## src/rtl/dcache_dram_arbiter.sv

```systemverilog
// Two-port arbiter sharing the single-port dcache data RAM between the core LSU
// and the refill/evict engine, with fill burst locking and core anti-starvation.
module dcache_dram_arbiter #(
  parameter int NUM_COL      = 16,
  parameter int COL_WIDTH    = 8,
  parameter int ADDR_WIDTH   = 5,
  parameter int DATA_WIDTH   = NUM_COL * COL_WIDTH,
  parameter int STARVE_LIMIT = 4
) (
  input  logic                  clk,
  input  logic                  rst_n,
  input  logic                  c_valid,
  output logic                  c_ready,
  input  logic [NUM_COL-1:0]    c_wr_en,
  input  logic [ADDR_WIDTH-1:0] c_addr,
  input  logic [DATA_WIDTH-1:0] c_wdata,
  output logic                  c_rvalid,
  output logic [DATA_WIDTH-1:0] c_rdata,
  input  logic                  f_valid,
  input  logic                  f_lock,
  output logic                  f_ready,
  input  logic [NUM_COL-1:0]    f_wr_en,
  input  logic [ADDR_WIDTH-1:0] f_addr,
  input  logic [DATA_WIDTH-1:0] f_wdata,
  output logic                  f_rvalid,
  output logic [DATA_WIDTH-1:0] f_rdata,
  output logic                  ram_req,
  output logic [NUM_COL-1:0]    ram_wr_en,
  output logic [ADDR_WIDTH-1:0] ram_addr,
  output logic [DATA_WIDTH-1:0] ram_wdata,
  input  logic [DATA_WIDTH-1:0] ram_rdata
);

  localparam int CNT_W = $clog2(STARVE_LIMIT + 1);
  localparam logic [CNT_W-1:0] LIMIT_C = CNT_W'(STARVE_LIMIT);

  logic [CNT_W-1:0] starve_cnt_q, starve_cnt_d;
  logic             lock_q, lock_d;
  logic             c_rvalid_q, f_rvalid_q;
  logic             gnt_c, gnt_f;

  // Fill has default priority; an unlocked fill yields once the core has starved.
  assign gnt_f   = f_valid & (lock_q | ~c_valid | (starve_cnt_q < LIMIT_C));
  assign gnt_c   = c_valid & ~gnt_f;
  assign c_ready = gnt_c;
  assign f_ready = gnt_f;

  always_comb begin
    ram_req   = gnt_c | gnt_f;
    ram_wr_en = '0;
    ram_addr  = '0;
    ram_wdata = '0;
    if (gnt_f) begin
      ram_wr_en = f_wr_en;
      ram_addr  = f_addr;
      ram_wdata = f_wdata;
    end else if (gnt_c) begin
      ram_wr_en = c_wr_en;
      ram_addr  = c_addr;
      ram_wdata = c_wdata;
    end
  end

  always_comb begin
    lock_d       = f_valid & f_lock & gnt_f;
    starve_cnt_d = starve_cnt_q;
    if (!c_valid || gnt_c) begin
      starve_cnt_d = '0;
    end else if (starve_cnt_q != LIMIT_C) begin
      starve_cnt_d = starve_cnt_q + 1'b1;
    end
  end

  always_ff @(posedge clk or negedge rst_n) begin
    if (!rst_n) begin
      starve_cnt_q <= '0;
      lock_q       <= 1'b0;
      c_rvalid_q   <= 1'b0;
      f_rvalid_q   <= 1'b0;
    end else begin
      starve_cnt_q <= starve_cnt_d;
      lock_q       <= lock_d;
      c_rvalid_q   <= gnt_c;
      f_rvalid_q   <= gnt_f;
    end
  end

  // RAM read data is shared; each side qualifies it with its own rvalid.
  assign c_rvalid = c_rvalid_q;
  assign f_rvalid = f_rvalid_q;
  assign c_rdata  = ram_rdata;
  assign f_rdata  = ram_rdata;

endmodule

```

## config.mk

```make
export PLATFORM = sky130hd
export DESIGN_NAME = dcache_dram_arbiter
export DESIGN_NICKNAME = d
export VERILOG_FILES = /design/src/rtl/dcache_dram_arbiter.sv
export SDC_FILE = /design/constraint.sdc
export NUM_CORES = 1
export LEC_CHECK = 0
export BUFFER_PORTS_ARGS = -buffer_cell sky130_fd_sc_hd__buf_2
export CAP_MARGIN = 5
export CORE_AREA = 2 2 325 327
export DETAILED_ROUTE_END_ITERATION = 6
export DIE_AREA = 0 0 327 329
export GPL_TIMING_DRIVEN = 0
export PLACE_DENSITY = 0.34
export SETUP_SLACK_MARGIN = 0.15
export SKIP_CTS_REPAIR_TIMING = 1
export SLEW_MARGIN = 20
export SYNTH_ARGS = -nofsm -noshare
export SYNTH_HDL_FRONTEND = slang
export SYNTH_SLANG_ARGS = --single-unit
```

## constraint.sdc

```tcl
create_clock -name clk -period 1.9 [get_ports clk]
set_clock_uncertainty 0.05 [all_clocks]
set_input_delay 0.38 -clock clk [delete_from_list [all_inputs] [get_ports clk]]
set_output_delay 0.38 -clock clk [all_outputs]
set_load 0.1 [all_outputs]
```

==> flow_metrics.py, run 1 <==
metrics = {
    "synthesis": {
        "ys_top_cells_by_count": "buf_4 (256), a22o_1 (149), buf_2 (16), buf_6 (11)",
        "synth_top_area_share_pct": 51.22,
        "syn-cell-area_mm2": 0.003752,
        "ys_warn_count": 0,
        "syn_avg_cell_area_um2": 8.052,
        "synth_cells": 466,
        "ys_types": 20,
        "synth-seq-cells": 6,
        "syn-num-nets": 899,
        "ys.flop_type": "dfrtp_1",
        "synth_most_common_cell": "buf_4",
        "seq_area_frac_synth_pct": 4.001,
        "synth_edf_count": 0,
        "ys_top_cells_by_area": "buf_4 (51%), a22o_1 (35%), dfrtp_1 (4.0%)",
        "async_reset_ff_share_pct": 100.0,
        "synth_top_area_cell": "buf_4",
    },
    "finish": {
        "diodes": 0,
        "n_fill_cell": 12010,
        "fin_cells": 2582,
        "multi_input_area_mm2": 0.002138,
        "drive_above_1_share_pct": 97.98,
        "area_delta_synth_final_pct": 213.6,
        "fin_nets": 1626,
        "fin_util_pct": 11.28,
        "final-seq-area_um2": 151.4,
    },
    "critical_path": {
        "end_kind": "output port",
        "reg2reg_depth": 5,
        "start_kind": "register",
        "critical_path.max_fanout": 7,
        "arrival_ns": 1.95,
        "worst_ep_required_time_ns": 1.47,
        "critPathKind": "register to output port",
    },
    "power": {
        "p_total_mw": 7.241,
        "powerDensity_mw_per_mm2": 615.3,
        "p_leak_nw": 5.908,
        "ir_worst_vdd_mv": 0.2773,
    },
    "sta": {
        "fin_crit_ns": 2.381,
        "fin_ws_ns": -0.4814,
        "rsz0062_at_grt": "yes",
        "hold-worst-slack_ns": 0.3473,
        "hold_violations": 0,
        "post-route-period-util_pct": 125.3,
        "slew_viol_final": 0,
        "slew-limit-headroom_pct": 62.14,
        "tightest_slew_ns": 0.5718,
        "fmax_ghz": 0.4199,
        "finalSetupViolations": 151,
    },
    "cts": {
        "clk_latency_ns": 0.23,
        "clk_pin_slew_ns": 0.03,
        "root_buffer": "clkbuf_16",
        "cts_buffer_depth": 2,
        "clock-sinks": 6,
        "numCtsBuffers": 3,
        "cts_tree": "built",
        "htree_levels": 1,
    },
    "global_route": {
        "grtUsageTotal_pct": 6.437,
        "antenna_found_initial": 5,
        "grt_pass1_vias": 5631,
        "grt_max_degree": 12,
        "grt_overflow": 0,
        "grt_pass1_wl_um": 47730,
    },
    "min_path": {
        "hold_path.class": "input pin to register",
        "hold_depth": 2,
    },
    "floorplanning": {
        "core_area_mm2": 0.1044,
        "rows": 119,
        "die_x_um": 327,
        "die_h_um": 329,
        "dieArea_mm2": 0.1076,
        "start_util_pct": 3.595,
        "ios": 841,
    },
    "place": {
        "dpl.cell_count": 2569,
        "place_congestion": 0.7572,
        "hpwl_um": 36330,
        "dp_slack_ns": -1.877,
        "portBuffers": 712,
    },
    "route": {
        "via_count": 5946,
        "wl_um": 40020,
        "drc": 0,
        "via_per_inst": 2.303,
        "post_drt_wl_per_cell_um": 15.50,
        "drt-initial-drc-count": 128,
        "firstDrtPassIters": 4,
        "ant_nets": 0,
    },
    "job": {
        "maxCapViolations": 0,
    },
    "run_status": {
        "violations": "negative setup slack",
        "outcome": "finished, violations left",
    },
}
-- logic make-up (layout without fill, tap and decap cells) --
family / count (synthesis) / in the layout / synth area share (%)
AND/OR/NAND/NOR: 12 / 12 / 1.934
buffers and inverters: 291 / 1016 / 57.45
flip-flops: 6 / 6 / 4.001
AO/OA/AOI/OAI: 155 / 155 / 35.95
adder cells (fa/ha/maj): 2 / 2 / 0.6668
-- cells in the final DEF (no fill, tap or decap), types with 2 or more instances in the layout --
| cell type | count |
|---|---|
| a22o_4 | 66 |
| buf_4 | 275 |
| buf_16 | 2 |
| clkbuf_16 | 6 |
| buf_8 | 26 |
| buf_2 | 565 |
| nand4_1 | 2 |
| nand2b_1 | 4 |
| a21oi_1 | 3 |
| buf_6 | 61 |
| dfrtp_1 | 5 |
| a22o_2 | 83 |
| ha_1 | 2 |
| buf_12 | 77 |
| inv_1 | 2 |
-- cell type report --
type / count / share of cell area [%]
Sequential cell: 6 / 1.286
Multi-Input combinational cell: 169 / 18.17
Timing Repair Buffer: 722 / 45.11
Clock buffer: 3 / 0.6379
Tap cell: 1391 / 14.79
Buffer: 289 / 19.94
Inverter: 2 / 0.06379
-- per-stage QoR --
step	instance area (um2)	TNS, ns
2_1_floorplan	4134	-18.96
3_3_place_gp	9438	-207.47
3_5_place_dp	9438	-210.82
4_1_cts	9513	-248.36
5_1_grt	11770	-70.59
6_report	11770	-61.20
-- metal layers --
metal  vias up  global-route usage (%)  wire [um]
li1       2879                       -          -
met1      2631                   8.234      16350
met2       406                   10.91      19020
met3        30                   2.029       4148
met4         0                  0.6083        507
met5         -                       0          0
-- where the power goes --
group | switching [mW] | internal, mW | total (mW)
Clock | 0.0740 | 0.270 | 0.344
Combinational | 4.90 | 1.86 | 6.76
Sequential | 0.00311 | 0.134 | 0.137
Total | 4.98 | 2.26 | 7.24
-- final timing paths --
| check | start | end | slack, ns |
|---|---|---|---|
| worst max-delay path | lock_q | ram_wdata[77] | -0.48 |
| worst min-delay path | f_lock | lock_q | 0.35 |
| worst max register to register | starve_cnt_q[0] | starve_cnt_q[1] | 0.57 |
| worst min register to register | lock_q | starve_cnt_q[2] | 0.52 |
| max in group asynchronous | rst_n | starve_cnt_q[2] | 1.17 |
| min in group asynchronous | rst_n | f_rvalid | 0.47 |
-- sequential cells by signal (all words and copies together), names as in the netlist --
register / flops
starve_cnt_q: 3
c_rvalid: 1
lock_q: 1
f_rvalid: 1
-- critical path: stages, from the launching register on --
cell and delay (ns):
dfrtp_1 0.39, nand3b_1 0.17, and2_4 0.15, buf_12 0.15, buf_16 0.16, clkbuf_16 0.19, a22o_4 0.29, buf_12 0.17
Power figures use the tool's default switching activity.
==> inputs of run 2 (changes only) <==
- PLACE_DENSITY: 0.34 -> unset
==> flow_metrics.py, run 2 (synthesized netlist as in run 1, its figures left out) <==
metrics = {
    "run_status": {
        "outcome": "finished, violations left",
        "violations": "negative setup slack",
    },
    "power": {
        "cellInternalPower_mw": 2.346,
        "swShare_pct": 68.83,
        "seqPwrFrac_pct": 1.8,
        "p_comb_share_pct": 93.6,
        "powerDensity_mw_per_mm2": 628.3,
        "pwr-share-clk_pct": 4.6,
        "ir_worst_vdd_mv": 0.4873,
        "p_leak_nw": 5.943,
        "switchingPower_mw": 5.180,
    },
    "floorplanning": {
        "die_x_um": 327,
        "ios": 841,
        "start_util_pct": 3.595,
        "dieArea_mm2": 0.1076,
        "die_h_um": 329,
        "core_area_mm2": 0.1044,
        "rows": 119,
    },
    "sta": {
        "post-route-period-util_pct": 128.1,
        "fin_ws_ns": -0.5341,
        "finalSetupViolations": 151,
        "fmax_ghz": 0.4108,
        "tns_ns": -65.75,
        "slew_viol_final": 0,
        "slew-limit-headroom_pct": 59.79,
        "tightest_slew_ns": 0.6073,
        "fin_crit_ns": 2.434,
        "hold_violations": 0,
        "rsz0062_at_grt": "yes",
    },
    "cts": {
        "numCtsBuffers": 3,
        "htree_levels": 1,
        "cts_tree": "built",
        "clock-sinks": 6,
        "clk_pin_slew_ns": 0.03,
        "cts_buffer_depth": 2,
        "root_buffer": "clkbuf_16",
        "clk_latency_ns": 0.23,
    },
    "global_route": {
        "grt_overflow": 0,
        "grt_max_degree": 12,
        "grt_pass1_wl_um": 59120,
        "grtUsageTotal_pct": 8.529,
        "grt_pass1_vias": 5792,
        "antenna_found_initial": 22,
    },
    "route": {
        "drc": 0,
        "drt-initial-drc-count": 155,
        "wl_um": 51940,
        "firstDrtPassIters": 4,
        "via_count": 6305,
        "via_per_inst": 2.430,
        "post_drt_wl_per_cell_um": 20.02,
        "ant_nets": 0,
    },
    "finish": {
        "largest-register": "starve_cnt_q",
        "final-seq-area_um2": 151.4,
        "fin_cells": 2595,
        "largest_reg_flops": 3,
        "multi_input_area_mm2": 0.002056,
        "n_fill_cell": 11980,
        "mostFrequentLayoutCells": "buf_2 (562), buf_4 (272), buf_12 (106)",
        "fin_nets": 1623,
        "fin_util_pct": 11.48,
        "final_common_cell": "buf_2",
        "drive_above_1_share_pct": 97.98,
        "area_delta_synth_final_pct": 219.2,
    },
    "critical_path": {
        "critPathKind": "register to output port",
        "critical_path.max_fanout": 8,
        "r2r_start": "lock_q",
        "start_kind": "register",
        "r2r_slack_ns": 0.50,
        "end_kind": "output port",
        "arrival_ns": 2.00,
        "worst_ep_required_time_ns": 1.47,
        "crit_start": "lock_q",
    },
    "min_path": {
        "hp-start": "f_lock",
        "hold_path.class": "input pin to register",
    },
    "place": {
        "dpl.cell_count": 2569,
        "portBuffers": 712,
        "hpwl_um": 47590,
        "place_congestion": 0.9580,
    },
    "job": {
        "maxCapViolations": 0,
    },
}
-- run 2: layout make-up --
class                   count  area share, %
diodes                     16         0.3343
plain buffers             288          19.47
clock buffers               3         0.6268
inverters                   2        0.06268
multi-input cells         169          17.16
flip-flops and latches      6          1.264
well taps                1391          14.53
repair buffers            720          46.55
-- run 2: power groups by stage --
stage	logic, mW	clock network [mW]	registers, mW
3_3_place_gp	6.20	0	0.139
6_report	7.04	0.345	0.137
5_1_grt	7.26	0.352	0.138
2_1_floorplan	4.83	0	0.155
3_5_place_dp	6.21	0	0.139
4_1_cts	6.22	0.348	0.138
-- run 2: per-layer routing --
metal	routed length, um	share of wire [%]	global-route usage [%]	vias up
met5	23	0.044	0	-
met4	1798	3.5	2.274	4
met3	7413	14	3.625	70
met2	21020	40	12.12	487
met1	21690	42	11.65	2853
li1	-	-	-	2891
-- run 2: per-stage QoR --
stage	instance area [um2]	power, mW	hold WS [ns]	setup WS (ns)
CTS	9513	6.704	-0.03024	-2.161
finish	11980	7.526	0.3562	-0.5341
global route	11980	7.752	0.3597	-0.5918
floorplan	4134	4.990	0.03441	-0.1595
global placement	9438	6.342	0.2102	-1.914
detailed placement	9438	6.348	0.2116	-1.914
-- run 2: worst paths after layout --
path                                         to  cells past startpoint
worst min register to register  starve_cnt_q[2]                      2
min in group asynchronous       starve_cnt_q[0]                      2
worst min-delay path                     lock_q                      2
max in group asynchronous       starve_cnt_q[2]                      2
worst max register to register         c_rvalid                      4
worst max-delay path              ram_wdata[96]                      7
-- run 2: critical path, cell delays in order, from the launching register on --
cell and delay (ns):
dfrtp_1 0.40, nand3b_1 0.18, and2_4 0.16, buf_12 0.16
buf_16 0.18, buf_12 0.16, a22o_4 0.30, buf_12 0.18
